`src/rtl/trap_seq_ctrl.sv`:
```
// Machine-mode trap entry / mret sequencer: walks mstatus, mtvec/mepc and mcause
// through a single-read, dual-write CSR port and then redirects the PC.
module trap_seq_ctrl #(
    parameter logic [11:0] ADDR_MSTATUS = 12'h300,
    parameter logic [11:0] ADDR_MTVEC   = 12'h305,
    parameter logic [11:0] ADDR_MEPC    = 12'h341,
    parameter logic [11:0] ADDR_MCAUSE  = 12'h342
) (
    input  logic        clk,
    input  logic        rst,
    input  logic        req_valid,
    output logic        req_ready,
    input  logic        req_mret,
    input  logic [31:0] req_pc,
    input  logic [31:0] req_cause,
    output logic [11:0] csr_raddr,
    input  logic [31:0] csr_rdata,
    output logic        csr_we1,
    output logic [11:0] csr_waddr1,
    output logic [31:0] csr_wdata1,
    output logic        csr_we2,
    output logic [11:0] csr_waddr2,
    output logic [31:0] csr_wdata2,
    output logic        redir_valid,
    input  logic        redir_ready,
    output logic [31:0] redir_pc,
    output logic        busy
);

    typedef enum logic [2:0] {
        IDLE,
        RD_STAT,
        RD_VEC,
        RD_EPC,
        WR_CSR,
        WR_STAT,
        REDIR
    } state_e;

    state_e      state_q, state_d;
    logic        mret_q, mret_d;
    logic [31:0] pc_q, pc_d;
    logic [31:0] cause_q, cause_d;
    logic [31:0] stat_q, stat_d;
    logic [31:0] target_q, target_d;

    // Trap entry stacks MIE into MPIE, disables interrupts and records M-mode as MPP.
    function automatic logic [31:0] stat_on_trap(input logic [31:0] s);
        logic [31:0] r;
        r        = s;
        r[7]     = s[3];
        r[3]     = 1'b0;
        r[12:11] = 2'b11;
        return r;
    endfunction

    // mret restores MIE from MPIE, re-arms MPIE and drops MPP to U-mode.
    function automatic logic [31:0] stat_on_mret(input logic [31:0] s);
        logic [31:0] r;
        r        = s;
        r[3]     = s[7];
        r[7]     = 1'b1;
        r[12:11] = 2'b00;
        return r;
    endfunction

    // NOTE: every captured register is cleared by reset so an aborted sequence
    // leaves no stale pc/cause/target that a later redirect could expose.
    always_ff @(posedge clk or negedge rst) begin
        if (!rst) begin
            state_q  <= IDLE;
            mret_q   <= 1'b0;
            pc_q     <= '0;
            cause_q  <= '0;
            stat_q   <= '0;
            target_q <= '0;
        end else begin
            // NOTE: non-blocking so every flop samples the pre-edge values of the others.
            state_q  <= state_d;
            mret_q   <= mret_d;
            pc_q     <= pc_d;
            cause_q  <= cause_d;
            stat_q   <= stat_d;
            target_q <= target_d;
        end
    end

    always_comb begin
        // NOTE: defaults first so no path through the case leaves a variable
        // unassigned, which would otherwise infer a latch.
        state_d     = state_q;
        mret_d      = mret_q;
        pc_d        = pc_q;
        cause_d     = cause_q;
        stat_d      = stat_q;
        target_d    = target_q;
        csr_raddr   = 12'h000;
        csr_we1     = 1'b0;
        csr_waddr1  = 12'h000;
        csr_wdata1  = '0;
        csr_we2     = 1'b0;
        csr_waddr2  = 12'h000;
        csr_wdata2  = '0;
        redir_valid = 1'b0;
        redir_pc    = '0;
        req_ready   = (state_q == IDLE);
        busy        = (state_q != IDLE);

        case (state_q)
            IDLE: begin
                if (req_valid) begin
                    mret_d  = req_mret;
                    pc_d    = req_pc;
                    cause_d = req_cause;
                    state_d = RD_STAT;
                end
            end
            RD_STAT: begin
                csr_raddr = ADDR_MSTATUS;
                stat_d    = csr_rdata;
                state_d   = mret_q ? RD_EPC : RD_VEC;
            end
            RD_VEC: begin
                csr_raddr = ADDR_MTVEC;
                target_d  = {csr_rdata[31:2], 2'b00};
                state_d   = WR_CSR;
            end
            RD_EPC: begin
                csr_raddr = ADDR_MEPC;
                target_d  = {csr_rdata[31:2], 2'b00};
                state_d   = WR_STAT;
            end
            WR_CSR: begin
                csr_we1    = 1'b1;
                csr_waddr1 = ADDR_MEPC;
                csr_wdata1 = pc_q;
                csr_we2    = 1'b1;
                csr_waddr2 = ADDR_MCAUSE;
                csr_wdata2 = cause_q;
                state_d    = WR_STAT;
            end
            WR_STAT: begin
                csr_we1    = 1'b1;
                csr_waddr1 = ADDR_MSTATUS;
                csr_wdata1 = mret_q ? stat_on_mret(stat_q) : stat_on_trap(stat_q);
                state_d    = REDIR;
            end
            REDIR: begin
                redir_valid = 1'b1;
                redir_pc    = target_q;
                if (redir_ready) begin
                    state_d = IDLE;
                end
            end
            default: begin
                state_d = IDLE;
            end
        endcase
    end

endmodule

```
`config.mk`:
```
export PLATFORM = sky130hd
export DESIGN_NAME = trap_seq_ctrl
export DESIGN_NICKNAME = d
export VERILOG_FILES = /design/src/rtl/trap_seq_ctrl.sv
export SDC_FILE = /design/constraint.sdc
export NUM_CORES = 1
export LEC_CHECK = 0
export CAP_MARGIN = 10
export CORE_AREA = 2 2 156 120
export CTS_CLUSTER_DIAMETER = 120
export DETAILED_ROUTE_END_ITERATION = 8
export DIE_AREA = 0 0 158 122
export HOLD_SLACK_MARGIN = 0.1
export PLACE_DENSITY_LB_ADDON = 0.1
export REMOVE_ABC_BUFFERS = 1
export SLEW_MARGIN = 30
export SYNTH_ARGS = -nofsm -noshare
export SYNTH_HDL_FRONTEND = slang
export SYNTH_SLANG_ARGS = --single-unit
export TNS_END_PERCENT = 30
```
`constraint.sdc`:
```
create_clock -name clk -period 2.3 [get_ports clk]
set_input_delay 0.46 -clock clk [delete_from_list [all_inputs] [get_ports clk]]
set_output_delay 0.46 -clock clk [all_outputs]
set_load 0.03 [all_outputs]
```
* Word level (Yosys, flattened, before mapping)
Cells that the tools add are included.
Cells by class: equality and inequality tests 8, muxes and demuxes 14, reductions and logical operators 7
Operators by type and width (number):
- 32-bit 2-to-1 mux | 2
- 32-bit case mux with 2 select lines | 1
- 10-bit case mux with 3 select lines | 1
- 10-bit case mux with 2 select lines | 1
- 3-bit case mux with 6 select lines | 1
- 13-bit 2-to-1 mux | 1
- 10-bit 2-to-1 mux | 1
- 3-bit == test, second input constant | 3
- 3-bit by 2-bit == test with 1-bit output, second input constant | 2
- 3-bit 2-to-1 mux | 2
- 2-bit OR reduction | 3
- 1-bit 2-to-1 mux | 4
- 2-bit != test, second input constant | 2
- 2-bit AND reduction | 2
- 3-bit by 1-bit == test with 1-bit output, second input constant | 1
- 3-bit zero test | 1
- 3-bit nonzero test | 1
Storage, ports and cells: bits in registers 130, input port bits 101, output and inout bits 137, logic and storage cells 35

* Logic depth before layout (Yosys ltp)
Gate-level depths: netlist of the first run.
depth in word-level cells 3, gate-level depth with buffers 7, gate-level depth less buffers 5

* Least setup slack after synthesis of the first run
No wires, ideal clock.
path type register -> output, from register state_q[2], to output csr_raddr[2], arrival time 2.523 ns, data required time 1.840 ns, slack -0.683 ns, stages on the path, launching flop included 6, buffers on the path 2, cell sequence dfrtp_1 inv_1 ha_1 clkbuf_1 clkbuf_1 nor4b_1
On the way: cells in the longest elaborated chain, start to end 2, elaborated cells on any way between the ends 4, classes of those cells eq/ne: 3; mux: 1
RTL lines:
- start: declaration | RTL line 40 | state_e state_q, state_d;
- start signal: assignment | RTL line 79 | state_q <= state_d;
- 3-bit by 2-bit == test with 1-bit output or 3-bit by 1-bit == test with 1-bit output (tied branches) | RTL line 109 | case (state_q)
- 10-bit case mux with 3 select lines (*) | RTL line 109
- end: declaration | RTL line 16 | output logic [11:0] csr_raddr,
Every way passes the cells marked *; elsewhere a longest branch is shown, timed or not.

* Worst setup path after layout of the first run
from register state_q[1], to output csr_wdata1[14]
On the way: cells in the longest elaborated chain, start to end 2, elaborated cells on any way between the ends 3, classes of those cells eq/ne: 2; mux: 1
RTL lines:
- 3-bit == test | RTL line 109
- 32-bit case mux with 2 select lines (*) | RTL line 109
- end: declaration | RTL line 20 | output logic [31:0] csr_wdata1,
Marks and branches as above.

==> flow_metrics.env, run 1 <==
export IMPL_status="complete, but fails checks"
export IMPL_violations="negative setup slack"
export IMPL_io_buffers=212
export IMPL_power_w=0.0129
export IMPL_netlist_instances=438
export IMPL_cp_cell_sequence="buf_4, nand2b_4, nor2_4, buf_8, a22o_1, buf_6"
export IMPL_ys_seq_area_share_pct=52.7
export IMPL_power_share_clock_pct=20.5
export IMPL_crit_path_start_kind="flop"
export IMPL_hp_class="reg -> reg"
export IMPL_wl_per_cell_um=18.0
export IMPL_yosysUniqueCellTypes=31
export IMPL_synth_ff_type="dfrtp_1"
export IMPL_fin_crit_sh_pct=102
export IMPL_firstDrtPassIters=4
export IMPL_antenna_found_initial=0
export IMPL_critical_path_slowest_cell="dfrtp_1"
export IMPL_diodes=0
export IMPL_path_delay_family="buffers and inverters"
export IMPL_worstPathRequired_ns=1.84
export IMPL_p_seq_share_pct=31.7
export IMPL_grt_pass1_wl_mm=24.9
export IMPL_post_route_min_period_ns=2.36
export IMPL_cap_violations=0
export IMPL_gp_congestion=0.746
export IMPL_core_area_um2=18000
export IMPL_cts_buffers=17
export IMPL_p_leak_nw=4.26
export IMPL_slowest_delay_ns=0.39
export IMPL_synth_seq_cells=128
export IMPL_clk_path_buf_depth=2
export IMPL_r2r_end="pc_q[29]$_DFFE_PN0P_"
export IMPL_finalNetCount=768
export IMPL_dieArea_um2=19300
export IMPL_fmax_mhz=424
export IMPL_vdd_ir_drop_max_v=0.000842
export IMPL_rr_startpoint="state_q[2]$_DFFE_PN0P_"
export IMPL_htreeDepth=4
export IMPL_p_per_area_nw_per_um2=1400
export IMPL_whs_path_depth=1
export IMPL_cts_root_buffer="clkbuf_16"
export IMPL_grt_start_max_net_pins=38
export IMPL_crit_start="state_q[1]$_DFFE_PN0P_"
export IMPL_critPathMaxFanout=13
export IMPL_critPathKind="reg -> out"
export IMPL_worstPathArrival_ns=1.90
export IMPL_drcViolationCount=0
export IMPL_ant_nets=0
export IMPL_rsz0062_at_grt="true"
export IMPL_critPathCaptureType="output port"
export IMPL_vias=4250
export IMPL_avgSynthCellArea_um2=13.9
export IMPL_finalHoldViolations=0
export IMPL_grt_pass1_vias=4280
export IMPL_fin_cells=923
export IMPL_post_dp_hpwl_mm=11.3
export IMPL_p_int_w=0.00830
export IMPL_worstHoldStart="target_q[16]$_DFFE_PN0P_"
export IMPL_report_final_slew_viol_count=0
export IMPL_crit_buf_inv=3
export IMPL_dp_cells=878
export IMPL_syn_area_um2=6080
export IMPL_synthArstFlopShare_pct=100
export IMPL_p_sw_w=0.00462
export IMPL_tritoncts="built"
export IMPL_die_w_um=158
export IMPL_skew_ns=0.00894
export IMPL_num_rows=43
export IMPL_min_to="target_q[16]$_DFFE_PN0P_"
export IMPL_whs_ns=0.494
export IMPL_r2r_slack_ns=0.36
export IMPL_die_h_um=122
export IMPL_cts_sinks=128
export IMPL_yosys_warnings=0
export IMPL_grt_overflow=0
export IMPL_insertion_delay_ns=0.41
export IMPL_area_delta_synth_final_pct=51.7
export IMPL_swShare_pct=35.7
export IMPL_fin_ws_ns=-0.0569
export IMPL_grt_usage_pct=17.4
export IMPL_vias_per_cell=4.60
export IMPL_setup_viol=22
export IMPL_drive_gt1_share_pct=47.6
export IMPL_preCtsSetupSlack_ns=0.225
export IMPL_r2r_cells=8
export IMPL_io_pins=238
export IMPL_power_frac_comb_pct=47.7
export IMPL_synth_edf_count=0
export IMPL_clk_pin_slew_ns=0.06
export IMPL_start_util_pct=33.8
export IMPL_drt_wl_total_mm=16.6
export IMPL_dr_first_iter_drc_count=181
[power by group through the flow]
| stage | logic [W] | clock network, W | registers (W) |
|---|---|---|---|
| detailed placement | 0.00568 | 0 | 0.00408 |
| CTS | 0.00607 | 0.00272 | 0.00409 |
| global placement | 0.00559 | 0 | 0.00407 |
| finish | 0.00617 | 0.00265 | 0.00410 |
| floorplan | 0.00379 | 0 | 0.00391 |
| global route | 0.00657 | 0.00284 | 0.00423 |
[cell type report]
type                            instances  area, um2
Clock buffer                           21        470
Clock inverter                         10        111
Fill cell                            1578       8750
Inverter                                3       15.0
Multi-Input combinational cell        268       2650
Sequential cell                       128       3200
Tap cell                              247        309
Timing Repair Buffer                  246       2460
[flip-flops by register name (all words and copies together) (netlist names)]
| register | cells |
|---|---|
| cause_q | 32 |
| pc_q | 32 |
| stat_q | 30 |
| target_q | 30 |
| state_q | 3 |
| mret_q | 1 |
[routing by layer]
metal | GRT usage, % | wire [um] | vias up | part of all wire [%]
met2 | 24.4 | 7220 | 153 | 43
met5 | 0 | 0 | - | 0
li1 | - | - | 1945 | -
met3 | 5.48 | 1100 | 19 | 6.6
met1 | 25.2 | 8020 | 2133 | 48
met4 | 5.86 | 252 | 0 | 1.5
[how the worst max path moves through the flow]
stage                           to  slack (ns)  depth (start not counted)
floorplan            csr_wdata1[0]       -3.34                          4
global placement    csr_wdata1[24]        0.28                          7
detailed placement  csr_wdata1[16]        0.23                          7
CTS                 csr_wdata1[14]       -0.13                          8
global route        csr_wdata1[14]       -0.12                          8
finish              csr_wdata1[14]       -0.06                          6
[cell usage after synthesis (3+ instances only)]
cell,count,share of area [%]
dfrtp_1,128,53
a22o_1,28,4.0
buf_4,33,4.1
and3_1,32,3.3
clkbuf_1,14,0.86
and2_1,30,3.1
buf_6,6,1.1
mux2_4,50,12
buf_2,10,0.82
mux2_2,75,14
ha_1,3,0.62
nor2_1,3,0.19
o2bb2ai_1,3,0.43
[cell usage in the layout (no fill, tap or decap), drive strengths merged]
master         netlist  final
o21ai                1      1
clkinv               0      5
and3                32     32
nor2                 4      4
a22o                28     28
clkbuf              14     21
and4                 1      1
ha                   3      3
o211ai               1      1
bufinv               0      2
a2bb2oi              1      1
dfrtp              128    128
and2                31     31
conb                 1     25
or2                  2      2
nand2                3      3
a32o                 1      1
mux2               125    125
dlygate4sd2          0      1
dlygate4sd3          0      1
o2bb2ai              3      3
clkinvlp             0      4
and3b                1      1
inv                  3      2
a21oi                1      1
clkdlybuf4s50        0     99
nand2b               2      2
nor4b                1      1
buf                 49    145
nor3                 2      2
[timing repair]
| action | 4_1_cts | 5_1_grt |
|---|---|---|
| gates resized for setup | 55 | 23 |
| pin swaps | 7 | 5 |
| endpoints found under the setup margin | 43 | 98 |
| hold endpoints to repair | 27 | 0 |
| hold buffers | 1 | 0 |
| buffers inserted | 6 | 3 |
| gates cloned | 4 | 0 |
[metrics by stage]
step,utilization [%],instance area (um2),setup TNS [ns]
global route,51.3,9220,-4.23
finish,51.3,9220,-0.354
CTS,50.6,9100,-2.80
global placement,45.4,8160,0
detailed placement,45.4,8160,0
floorplan,-,5750,-143.84
[cell families (layout without fill, tap and decap cells)]
logic type	after synthesis	count (layout)	synth area share [%]
buffers and inverters	66	280	7.06
adder cells (fa/ha/maj)	3	3	0.618
flip-flops	128	128	52.7
AO/OA/AOI/OAI	36	36	5.07
multiplexers	125	125	26.3
AND/OR/NAND/NOR	79	79	8.22
other	1	25	0.0617
Note: power is estimated with default switching activity, not from simulation.
==> inputs of run 2 (changes only) <==
- CORE_AREA: 2 2 156 120 -> 2 2 139 107
- DIE_AREA: 0 0 158 122 -> 0 0 141 109
==> run 2 against run 1 <==
The run still ends with negative setup slack left. Utilization grew 14 points. Sequential power about the same. Clock power increased by 6%. Sequential share of layout area is 0.25 points higher. Via count shrank 0.49%. Cell area fell by 0.67%. Wire length is 6.3% lower. Total power increased by 0.36%. Critical path depth up 2.
==> flow_metrics.env, run 2 (same netlist as run 1, synthesis figures left out) <==
export IMPL_clk_path_buf_depth=2
export IMPL_finalHoldViolations=0
export IMPL_worstHoldStart="target_q[18]$_DFFE_PN0P_"
export IMPL_drcViolationCount=0
export IMPL_n_fill_cell=1051
export IMPL_wl_per_cell_um=18.2
export IMPL_cts_buffers=17
export IMPL_critPathCaptureType="output port"
export IMPL_grt_overflow=0
export IMPL_area_delta_synth_final_pct=50.7
export IMPL_cp_cell_sequence="ha_4, nand2_4, buf_6, nor2_4, buf_12, buf_6, a32o_2, buf_6"
export IMPL_grt_pass1_vias=4303
export IMPL_vias=4229
export IMPL_fin_crit_sh_pct=103
export IMPL_antenna_found_initial=0
export IMPL_cap_violations=0
export IMPL_slowest_delay_ns=0.44
export IMPL_mostFrequentLayoutCell="dfrtp_1"
export IMPL_worstPathArrival_ns=1.92
export IMPL_status="complete, but fails checks"
export IMPL_utilization_pct=64.8
export IMPL_grt_usage_pct=20.4
export IMPL_drt_wl_total_mm=15.6
export IMPL_dieArea_um2=15400
export IMPL_fmax_mhz=420
export IMPL_p_leak_nw=4.28
export IMPL_vias_per_cell=4.95
export IMPL_dr_first_iter_drc_count=129
export IMPL_firstDrtPassIters=4
export IMPL_skew_ns=0.00656
export IMPL_critical_path_slowest_cell="dfrtp_2"
export IMPL_critPathKind="reg -> out"
export IMPL_grt_pass1_wl_mm=23.8
export IMPL_mostFrequentLayoutCells="dfrtp_1, clkdlybuf4s50_1, buf_4, mux2_2, mux2_4"
export IMPL_fin_ws_ns=-0.0782
export IMPL_drive_gt1_share_pct=47.3
export IMPL_ant_nets=0
export IMPL_post_dp_hpwl_mm=10.4
export IMPL_r2r_cells=7
export IMPL_cts_sinks=128
export IMPL_power_w=0.0130
export IMPL_violations="negative setup slack"
export IMPL_slew_headroom_pct=59.9
export IMPL_finalNetCount=766
export IMPL_core_area_um2=14100
export IMPL_start_util_pct=43.0
export IMPL_whs_path_depth=1
export IMPL_insertion_delay_ns=0.41
export IMPL_r2r_end="pc_q[18]$_DFFE_PN0P_"
export IMPL_worstPathRequired_ns=1.84
export IMPL_io_pins=238
export IMPL_die_h_um=109
export IMPL_crit_path_start_kind="flop"
export IMPL_top_regs="cause_q x32, pc_q x32"
export IMPL_vdd_ir_drop_max_v=0.00106
export IMPL_die_w_um=141
export IMPL_num_rows=38
export IMPL_p_per_area_nw_per_um2=1420
export IMPL_htreeDepth=4
export IMPL_tritoncts="built"
export IMPL_clk_pin_slew_ns=0.05
export IMPL_post_route_min_period_ns=2.38
export IMPL_diodes=0
export IMPL_dpl_cell_area_um2=8060
export IMPL_io_buffers=212
export IMPL_grt_start_max_net_pins=54
export IMPL_design_area_um2=9160
export IMPL_setup_viol=35
export IMPL_min_to="target_q[18]$_DFFE_PN0P_"
export IMPL_path_common_cell="buf_6"
export IMPL_worst_slew_pin_slew_ns=0.597
export IMPL_gp_congestion=0.764
export IMPL_critPathMaxFanout=5
export IMPL_rsz0062_at_grt="true"
export IMPL_report_final_slew_viol_count=0
export IMPL_r2r_slack_ns=0.41
export IMPL_hp_class="reg -> reg"
export IMPL_rr_startpoint="state_q[2]$_DFFE_PN0P_"
export IMPL_cts_root_buffer="clkbuf_16"
-- run 2: power breakdown --
group          switching [W]  internal, W  total (W)
clock network       0.000950      0.00186    0.00281
registers           0.000664      0.00343    0.00410
logic                0.00290      0.00315    0.00605
-- run 2: per-stage QoR --
stage / setup slack [ns] / std cells / hold WS [ns] / setup TNS, ns
floorplan: -3.34 / 399 / 0.164 / -143.84
finish: -0.0782 / 855 / 0.495 / -1.21
global placement: 0.331 / 809 / 0.435 / 0
CTS: -0.103 / 852 / 0.499 / -2.35
global route: -0.155 / 855 / 0.504 / -4.82
detailed placement: 0.218 / 809 / 0.433 / 0
-- run 2: timing repair --
action	CTS	global route
gates cloned	5	2
hold buffers	1	0
hold endpoints to repair	30	0
pin swaps	12	23
endpoints found under the setup margin	44	101
setup buffers	5	1
resized for setup	59	20
-- run 2: worst max path at each step --
| stage | slack, ns | end | startpoint | cells past startpoint |
|---|---|---|---|---|
| after detailed placement | 0.22 | csr_wdata1[3] | state_q[1]$_DFFE_PN0P_ | 7 |
| after floorplan | -3.34 | csr_wdata1[0] | state_q[2]$_DFFE_PN0P_ | 4 |
| after global routing | -0.16 | csr_wdata1[23] | state_q[1]$_DFFE_PN0P_ | 9 |
| after global placement | 0.33 | csr_wdata1[15] | state_q[1]$_DFFE_PN0P_ | 7 |
| final | -0.08 | csr_wdata1[3] | state_q[2]$_DFFE_PN0P_ | 8 |
| after CTS | -0.10 | csr_wdata1[6] | state_q[1]$_DFFE_PN0P_ | 6 |
-- run 2: worst max-delay path, delay by kind of cell (launching register included) --
| kind | cells | cell delay, ns |
|---|---|---|
| buffers and inverters | 4 | 0.51 |
| AO/OA/AOI/OAI | 1 | 0.27 |
| flip-flops | 1 | 0.44 |
| adder cells (fa/ha/maj) | 1 | 0.18 |
| AND/OR/NAND/NOR | 2 | 0.11 |
-- run 2: per-layer routing --
layer	wire length, um	track usage, %
met2	7610	33.0
met4	114	4.86
met1	6890	26.7
met5	0	0
met3	941	7.16
-- run 2: cell type report --
class | count | area (um2) | share of cell area [%]
sequential | 128 | 3210 | 35.0
multi-input combinational | 268 | 2660 | 29.0
timing repair buffer | 244 | 2440 | 26.6
clock buffer | 21 | 460 | 5.03
tap | 180 | 225 | 2.46
clock inverter | 11 | 161 | 1.76
inverter | 3 | 11.3 | 0.123
==> inputs of run 3 (changes only) <==
- CORE_AREA: 2 2 139 107 -> 2 2 121 123
- DIE_AREA: 0 0 141 109 -> 0 0 123 125
- clock period: 2.3 -> 2.5 ns (I/O delays scaled with it)
==> run 3 against run 2 <==
Total power down 8.6%. Global-route usage is essentially flat. Hold slack got worse by 0.34 ns. The run now ends clean. Critical endpoint is now csr_wdata1[12]. Largest power group unchanged. Clock skew about the same. Clock power up 1%. Cell area shrank 2.4%. Worst setup slack improved by 0.14 ns. Utilization down 1.9 points. Via count shrank 1.7%.
==> flow_metrics.env, run 3 (same netlist as run 1, synthesis figures left out) <==
export IMPL_multi_input_area_um2=2610
export IMPL_drt_wl_total_mm=15.2
export IMPL_grt_usage_pct=20.4
export IMPL_cts_buffers=17
export IMPL_io_buffers=212
export IMPL_clk_path_buf_depth=2
export IMPL_io_pins=238
export IMPL_whs_ns=0.156
export IMPL_dieArea_um2=15400
export IMPL_critPathCaptureType="output port"
export IMPL_setup_viol=0
export IMPL_grt_pass1_vias=4465
export IMPL_dp_cells=814
export IMPL_cts_sinks=128
export IMPL_die_w_um=123
export IMPL_rsz0062_at_grt="true"
export IMPL_clk_pin_slew_ns=0.06
export IMPL_drive_gt1_share_pct=41.5
export IMPL_cts_hold_buf=0
export IMPL_critPathMaxFanout=3
export IMPL_antenna_found_initial=0
export IMPL_p_leak_nw=4.27
export IMPL_preCtsSetupSlack_ns=0.126
export IMPL_die_h_um=125
export IMPL_top_usage_layer="met2"
export IMPL_vdd_ir_drop_max_v=0.00108
export IMPL_ant_nets=0
export IMPL_insertion_delay_ns=0.41
export IMPL_worst_slew_pin_slew_ns=0.720
export IMPL_setup_tns_ns=0
export IMPL_htreeDepth=4
export IMPL_drcViolationCount=0
export IMPL_grt_use_met2_pct=33.3
export IMPL_mostFrequentLayoutCells="dfrtp_1, clkdlybuf4s50_1, buf_4, mux2_2, mux2_4"
export IMPL_fmax_mhz=409
export IMPL_fin_crit_sh_pct=97.7
export IMPL_finalNetCount=761
export IMPL_top_regs="cause_q x32, pc_q x32"
export IMPL_critPathKind="reg -> out"
export IMPL_tritoncts="built"
export IMPL_crit_path_start_kind="flop"
export IMPL_vias_per_cell=4.87
export IMPL_worstPathArrival_ns=1.94
export IMPL_report_final_slew_viol_count=0
export IMPL_dr_first_iter_drc_count=251
export IMPL_vias=4156
export IMPL_mostFrequentLayoutCell="dfrtp_1"
export IMPL_firstDrtPassIters=4
export IMPL_grt_start_max_net_pins=129
export IMPL_cts_root_buffer="clkbuf_16"
export IMPL_slew_headroom_pct=52.0
export IMPL_post_route_min_period_ns=2.44
export IMPL_n_fill_cell=1156
export IMPL_core_area_um2=14200
export IMPL_num_rows=44
export IMPL_hp_class="in -> async"
export IMPL_skew_ns=0.00686
export IMPL_r2r_cells=6
export IMPL_power_w=0.0119
export IMPL_post_dp_hpwl_mm=9.89
export IMPL_area_delta_synth_final_pct=47.1
export IMPL_gp_congestion=0.729
export IMPL_met1_usage_pct=25.8
export IMPL_p_per_area_nw_per_um2=1330
export IMPL_start_util_pct=42.8
export IMPL_grt_pass1_wl_mm=23.9
export IMPL_grt_overflow=0
export IMPL_grtUsageMet3_pct=5.98
export IMPL_fin_cells=854
export IMPL_fin_ws_ns=0.0570
export IMPL_worstPathRequired_ns=2.00
export IMPL_finalHoldViolations=0
export IMPL_status="finished, final reports clean"
export IMPL_cap_violations=0
export IMPL_wl_per_cell_um=17.8
export IMPL_diodes=0
export IMPL_regArea_um2=3200
## run 3: per-stage QoR
stage / area, um2 / util, %
after floorplan: 5750 / -
after global placement: 8140 / 57.3
after detailed placement: 8140 / 57.3
after CTS: 8890 / 62.6
after global routing: 8940 / 62.9
final: 8940 / 62.9
## run 3: routing by layer
metal	vias to the layer above	part of all wire, %
met4	0	1.9
met2	140	50
met3	18	5.7
li1	1925	-
met1	2073	42
met5	-	0
## run 3: critical path: stages (launching register included)
cell and delay [ns]:
dfrtp_1 0.41, buf_4 0.15, nand2b_4 0.15, buf_4 0.16, or2_2 0.32, o2bb2ai_2 0.16, buf_4 0.18
## run 3: layout make-up
type | count | share of cell area [%]
tap | 184 | 2.58
clock buffer | 23 | 5.46
inverter | 3 | 0.126
timing repair buffer | 239 | 24.5
multi-input combinational | 268 | 29.2
sequential | 128 | 35.9
clock inverter | 9 | 2.25
## run 3: what timing repair did
action / 4_1_cts / 5_1_grt
resized for setup: 46 / 8
buffers inserted: 6 / 1
endpoints found under the setup margin: 66 / 35
gates cloned: 2 / 0
pin swaps: 3 / 1
## run 3: final timing paths
kind / from / to / slack [ns]
setup / recovery: state_q[1]$_DFFE_PN0P_ / csr_wdata1[12] / 0.06
hold / removal: rst / pc_q[10]$_DFFE_PN0P_ / 0.16
setup reg to reg: state_q[2]$_DFFE_PN0P_ / target_q[26]$_DFFE_PN0P_ / 0.48
hold reg to reg: target_q[6]$_DFFE_PN0P_ / target_q[6]$_DFFE_PN0P_ / 0.50
max in group asynchronous: rst / state_q[0]$_DFFE_PN0P_ / 1.73
min in group clk: target_q[6]$_DFFE_PN0P_ / target_q[6]$_DFFE_PN0P_ / 0.50
## run 3: power breakdown
group | internal [W] | total, W | switching (W) | leakage, nW
registers | 0.00316 | 0.00375 | 0.000590 | 1.51
logic | 0.00267 | 0.00525 | 0.00258 | 2.43
clock network | 0.00198 | 0.00285 | 0.000874 | 0.334
total | 0.00780 | 0.0119 | 0.00405 | 4.27
